--- src/rtl/seq_det_pkg.sv ---
// seq_det_pkg: KMP helpers that build the detector transition table
// at elaboration time from the pattern constant.
package seq_det_pkg;

  localparam int MAX_W = 16;

  // Longest proper prefix of the pattern that is also its suffix.
  function automatic int kmp_fail(
    input logic [MAX_W-1:0] pattern,
    input int               width
  );
    int f;
    bit ok;
    f = 0;
    for (int k = width - 1; k >= 1; k--) begin
      if (f == 0) begin
        ok = 1'b1;
        for (int i = 0; i < k; i++)
          if (pattern[width-1-i] != pattern[k-1-i]) ok = 1'b0;
        if (ok) f = k;
      end
    end
    return f;
  endfunction

  // Longest pattern prefix that ends the received string
  // (state matched bits followed by b), capped below a full match.
  function automatic int kmp_next(
    input logic [MAX_W-1:0] pattern,
    input int               width,
    input int               state,
    input logic             b
  );
    int   len;
    int   top;
    int   nxt;
    bit   ok;
    logic sb;
    len = state + 1;
    top = (len < width) ? len : width - 1;
    nxt = 0;
    for (int k = top; k >= 1; k--) begin
      if (nxt == 0) begin
        ok = 1'b1;
        for (int i = 0; i < k; i++) begin
          sb = (len - k + i == state) ? b
             : pattern[width-1-(len-k+i)];
          if (sb != pattern[width-1-i]) ok = 1'b0;
        end
        if (ok) nxt = k;
      end
    end
    return nxt;
  endfunction

endpackage

--- src/rtl/seq_det_param_sat_cnt.sv ---
// seq_det_sat_cnt: CNT_W-bit saturating up-counter, clear beats
// increment, synchronous active-high reset.
module seq_det_sat_cnt #(
  parameter int CNT_W = 8
) (
  input  logic             clk,
  input  logic             rst,
  input  logic             inc,
  input  logic             clr,
  output logic [CNT_W-1:0] cnt
);

  always_ff @(posedge clk) begin
    if (rst)
      cnt <= '0;
    else if (clr)
      cnt <= '0;
    else if (inc && cnt != {CNT_W{1'b1}})
      cnt <= cnt + 1'b1;
  end

endmodule

--- src/rtl/seq_det_param.sv ---
// seq_det_param: parametrised serial pattern detector (KMP FSM).
// Match counter is built only when SEQ_DET_CNT_EN is defined.
module seq_det_param
  import seq_det_pkg::*;
#(
  parameter int         PAT_W   = 4,
  parameter logic [15:0] PATTERN = 16'b1011,
  parameter bit         OVERLAP = 1'b1,
  parameter int         CNT_W   = 8
) (
  input  logic             clk,
  input  logic             rst,
  input  logic             in_valid,
  input  logic             in,
  input  logic             cnt_clr,
  output logic             det,
  output logic             det_q,
  output logic [CNT_W-1:0] match_cnt
);

  localparam int SW = (PAT_W > 2) ? $clog2(PAT_W) : 1;
  localparam int NS = 2 ** SW;
  localparam logic [SW-1:0] LAST = SW'(PAT_W - 1);
  localparam logic [SW-1:0] FB_S =
    SW'(kmp_fail(PATTERN, PAT_W));

  if (PAT_W < 2 || PAT_W > MAX_W) begin : g_bad_w
    $error("seq_det_param: PAT_W must be 2..16");
  end
  if ((PATTERN >> PAT_W) != 16'd0) begin : g_bad_pat
    $error("seq_det_param: PATTERN wider than PAT_W");
  end
  if (CNT_W < 1) begin : g_bad_cnt
    $error("seq_det_param: CNT_W must be >= 1");
  end

  logic [SW-1:0] nxt0 [NS];
  logic [SW-1:0] nxt1 [NS];
  logic [SW-1:0] s_q;

  // Unreachable encodings fall back to idle.
  for (genvar s = 0; s < NS; s++) begin : g_tbl
    if (s < PAT_W) begin : g_live
      assign nxt0[s] = SW'(kmp_next(PATTERN, PAT_W, s, 1'b0));
      assign nxt1[s] = SW'(kmp_next(PATTERN, PAT_W, s, 1'b1));
    end else begin : g_dead
      assign nxt0[s] = '0;
      assign nxt1[s] = '0;
    end
  end

  assign det = in_valid & (s_q == LAST)
             & (in == PATTERN[0]) & ~rst;

  always_ff @(posedge clk) begin
    if (rst) begin
      s_q <= '0;
    end else if (in_valid) begin
      if (det)
        s_q <= OVERLAP ? FB_S : '0;
      else
        s_q <= in ? nxt1[s_q] : nxt0[s_q];
    end
  end

  always_ff @(posedge clk) begin
    if (rst)
      det_q <= 1'b0;
    else
      det_q <= det;
  end

`ifdef SEQ_DET_CNT_EN
  seq_det_sat_cnt #(
    .CNT_W(CNT_W)
  ) u_cnt (
    .clk(clk),
    .rst(rst),
    .inc(det),
    .clr(cnt_clr),
    .cnt(match_cnt)
  );
`else
  logic unused_clr;
  assign unused_clr = cnt_clr;
  assign match_cnt  = '0;
`endif

endmodule

--- config.mk ---
export PLATFORM = sky130hd
export DESIGN_NAME = seq_det_param
export DESIGN_NICKNAME = d
export VERILOG_FILES = /design/src/rtl/seq_det_pkg.sv /design/src/rtl/seq_det_param_sat_cnt.sv /design/src/rtl/seq_det_param.sv
export SDC_FILE = /design/constraint.sdc
export NUM_CORES = 1
export LEC_CHECK = 0
export BUFFER_PORTS_ARGS = -buffer_cell sky130_fd_sc_hd__buf_2
export CAP_MARGIN = 20
export CORE_AREA = 4 4 41 43
export CTS_BUF_LIST = sky130_fd_sc_hd__clkbuf_4 sky130_fd_sc_hd__clkbuf_8 sky130_fd_sc_hd__clkbuf_16
export DETAILED_ROUTE_END_ITERATION = 10
export DIE_AREA = 0 0 45 47
export PLACE_DENSITY = 0.4
export SYNTH_ARGS = -nofsm -noshare
export SYNTH_HDL_FRONTEND = slang
export SYNTH_SLANG_ARGS = --single-unit
--- constraint.sdc ---
create_clock -name clk -period 1 [get_ports clk]
set_clock_uncertainty 0.05 [all_clocks]
set_input_delay 0.1 -clock clk [delete_from_list [all_inputs] [get_ports clk]]
set_output_delay 0.1 -clock clk [all_outputs]
set_load 0.01 [all_outputs]
==> metrics.cfg <==
[outcome]
status=complete, but fails checks
violations=negative setup slack

[placed_design]
port_buffers=5
dpl_cell_area_um2=189
pre_cts_ws_ns=0.140
dp_cells=41
place_congestion=0.586

[final_layout]
post-route-util_pct=16.9
antennaDiodeCount=0
area_growth_pct=23.1
stdcell_area_um2=220
drive_above_1_share_pct=33.3
layoutNonFillerInstCount=45
fin_nets=36

[logic_synthesis]
ys_types=11
avgSynthCellArea_um2=8.13
yosysTopAreaCell=dfxtp_1
syn_inst=22
ys_ff_latch=3
synth_area_um2=179
synth.area.top_cells=dfxtp_1, buf_4, nor2_1, mux2i_1, nand3b_1
ys.warnings.count=0
netlist.area_leader.share_pct=33.6
ys_seq_area_share_pct=33.6

[cts]
clkSinkCount=3
cts-root-buf=clkbuf_4
cts_tree=built
path_clk_slew_ns=0.03
cts_buffer_depth=2
worstSkewPairLatency_ns=0.23
htreeDepth=1
cts_inserted_buffers=3
cts_hold_buf=0

[worst_setup_path]
r2r_slack_ns=0.26
crit_required_ns=0.85
cp_max_fo=4
max_stage_delay_ns=0.34
crit_path_end_kind=output port
critPathLaunchType=register
arrival_ns=0.91
crit_chain=nand4_1, nor2_1, buf_2
cp_slowest_cell=dfxtp_2
worstSetupPathType=register to output port
critPathTopFamily=flip-flops
crit_buf_inv=1

[drt]
drt-total-wl_um=320
vias=137
wire_per_inst_um=7.11
vias_per_cell=3.04
ant_nets=0
drt_pass1_iterations=2
first_iter_violations=4
drc=0

[sta]
clock.fmax_ghz=0.946
setup-tns-final_ns=-0.0573
min_period_ns=1.06
hold_viol_final=0
setup_viol=1
worst_slack_ns=-0.0573
fin_crit_sh_pct=106
slew_viol_final=0
holdWs_ns=0.0185
rsz0062_at_grt=true

[pwr]
peakVddDrop_uv=525
power_leakage_nw=0.115
p_total_mw=0.395
powerDensity_nw_per_um2=1790

[grt]
grt-ovfl-total=0
grt_pass1_vias=100
grt_pass1_wl_um=420
antenna_found_initial=0
track_usage_pct=3.63
grt_max_degree=5

[worst_hold_path]
hp-class=primary input to register

[floorplanning]
pin_count=15
die_area_um2=2120
initial_core_util_pct=13.8
die_w_um=45
rows=13
coreArea_um2=1300
die_h_um=47

[job]
cap_violations=0

==> kinds of logic (layout without fill, tap and decap cells) <==
kind of cell | count (synthesis) | in the layout | share of synthesized area [%]
compound gates | 2 | 2 | 5.59
buf+inv | 9 | 10 | 35.7
flops | 3 | 3 | 33.6
mux | 1 | 1 | 5.59
other cells | 1 | 8 | 2.10
simple gates | 6 | 6 | 17.5
==> state kept, by name, summed over array words and instances, names as in the netlist <==
name,cells
s_q,2
det_q,1
==> worst register-to-register path, stage by stage (launching register included) <==
cell     delay (ns)
dfxtp_2        0.34
nor2b_1        0.05
o21ai_1        0.12
a21oi_1        0.07
==> final timing paths <==
kind                         endpoint                 from  depth (start not counted)
setup / recovery                  det  s_q[0]$_SDFFE_PP0P_                          3
hold reg to reg   s_q[1]$_SDFFE_PP0P_  s_q[1]$_SDFFE_PP0P_                          2
setup reg to reg  s_q[1]$_SDFFE_PP0P_  s_q[0]$_SDFFE_PP0P_                          3
hold / removal    s_q[0]$_SDFFE_PP0P_                  rst                          2
==> metal layers <==
layer | vias up | share of wire (%) | global-route usage (%)
met4 | 0 | 0 | 1.75
met3 | 0 | 17 | 6.90
met5 | - | 0 | 0
met2 | 7 | 41 | 2.82
li1 | 69 | - | -
met1 | 61 | 42 | 3.40
==> final cells by class <==
class,count,area [um^2]
well taps,15,18.8
clock buffers,4,30.0
inverters,1,3.75
fillers,159,1080
repair buffers,5,25.0
flip-flops and latches,3,61.3
multi-input cells,17,81.3
==> report_power, final <==
| group | internal, mW | switching [mW] |
|---|---|---|
| sequential | 0.124 | 0.00273 |
| clock | 0.176 | 0.0586 |
| combinational | 0.00961 | 0.0234 |
| total | 0.310 | 0.0847 |
==> synthesized netlist by cell type <==
master    n
o21ai_1   1
mux2i_1   1
nor2b_1   1
a21oi_1   1
buf_4     8
dfxtp_1   3
conb_1    1
nand4_1   1
nand3b_1  1
nor2_1    3
inv_1     1
==> repair_timing <==
item                                    CTS  global route
gates resized for setup                   1             0
cloned                                    0             0
endpoints found under the setup margin    1             1
setup buffers                             0             0
==> placed cells by master, fill, tap and decap left out <==
cell      instances
inv_1             1
mux2i_1           1
buf_2             5
dfxtp_2           1
nand3b_1          1
conb_1            8
a21oi_1           1
nor2_1            3
clkbuf_4          4
nand4_1           1
o21ai_1           1
nor2b_1           1
dfxtp_1           2
(Power assumes the default switching activity.)
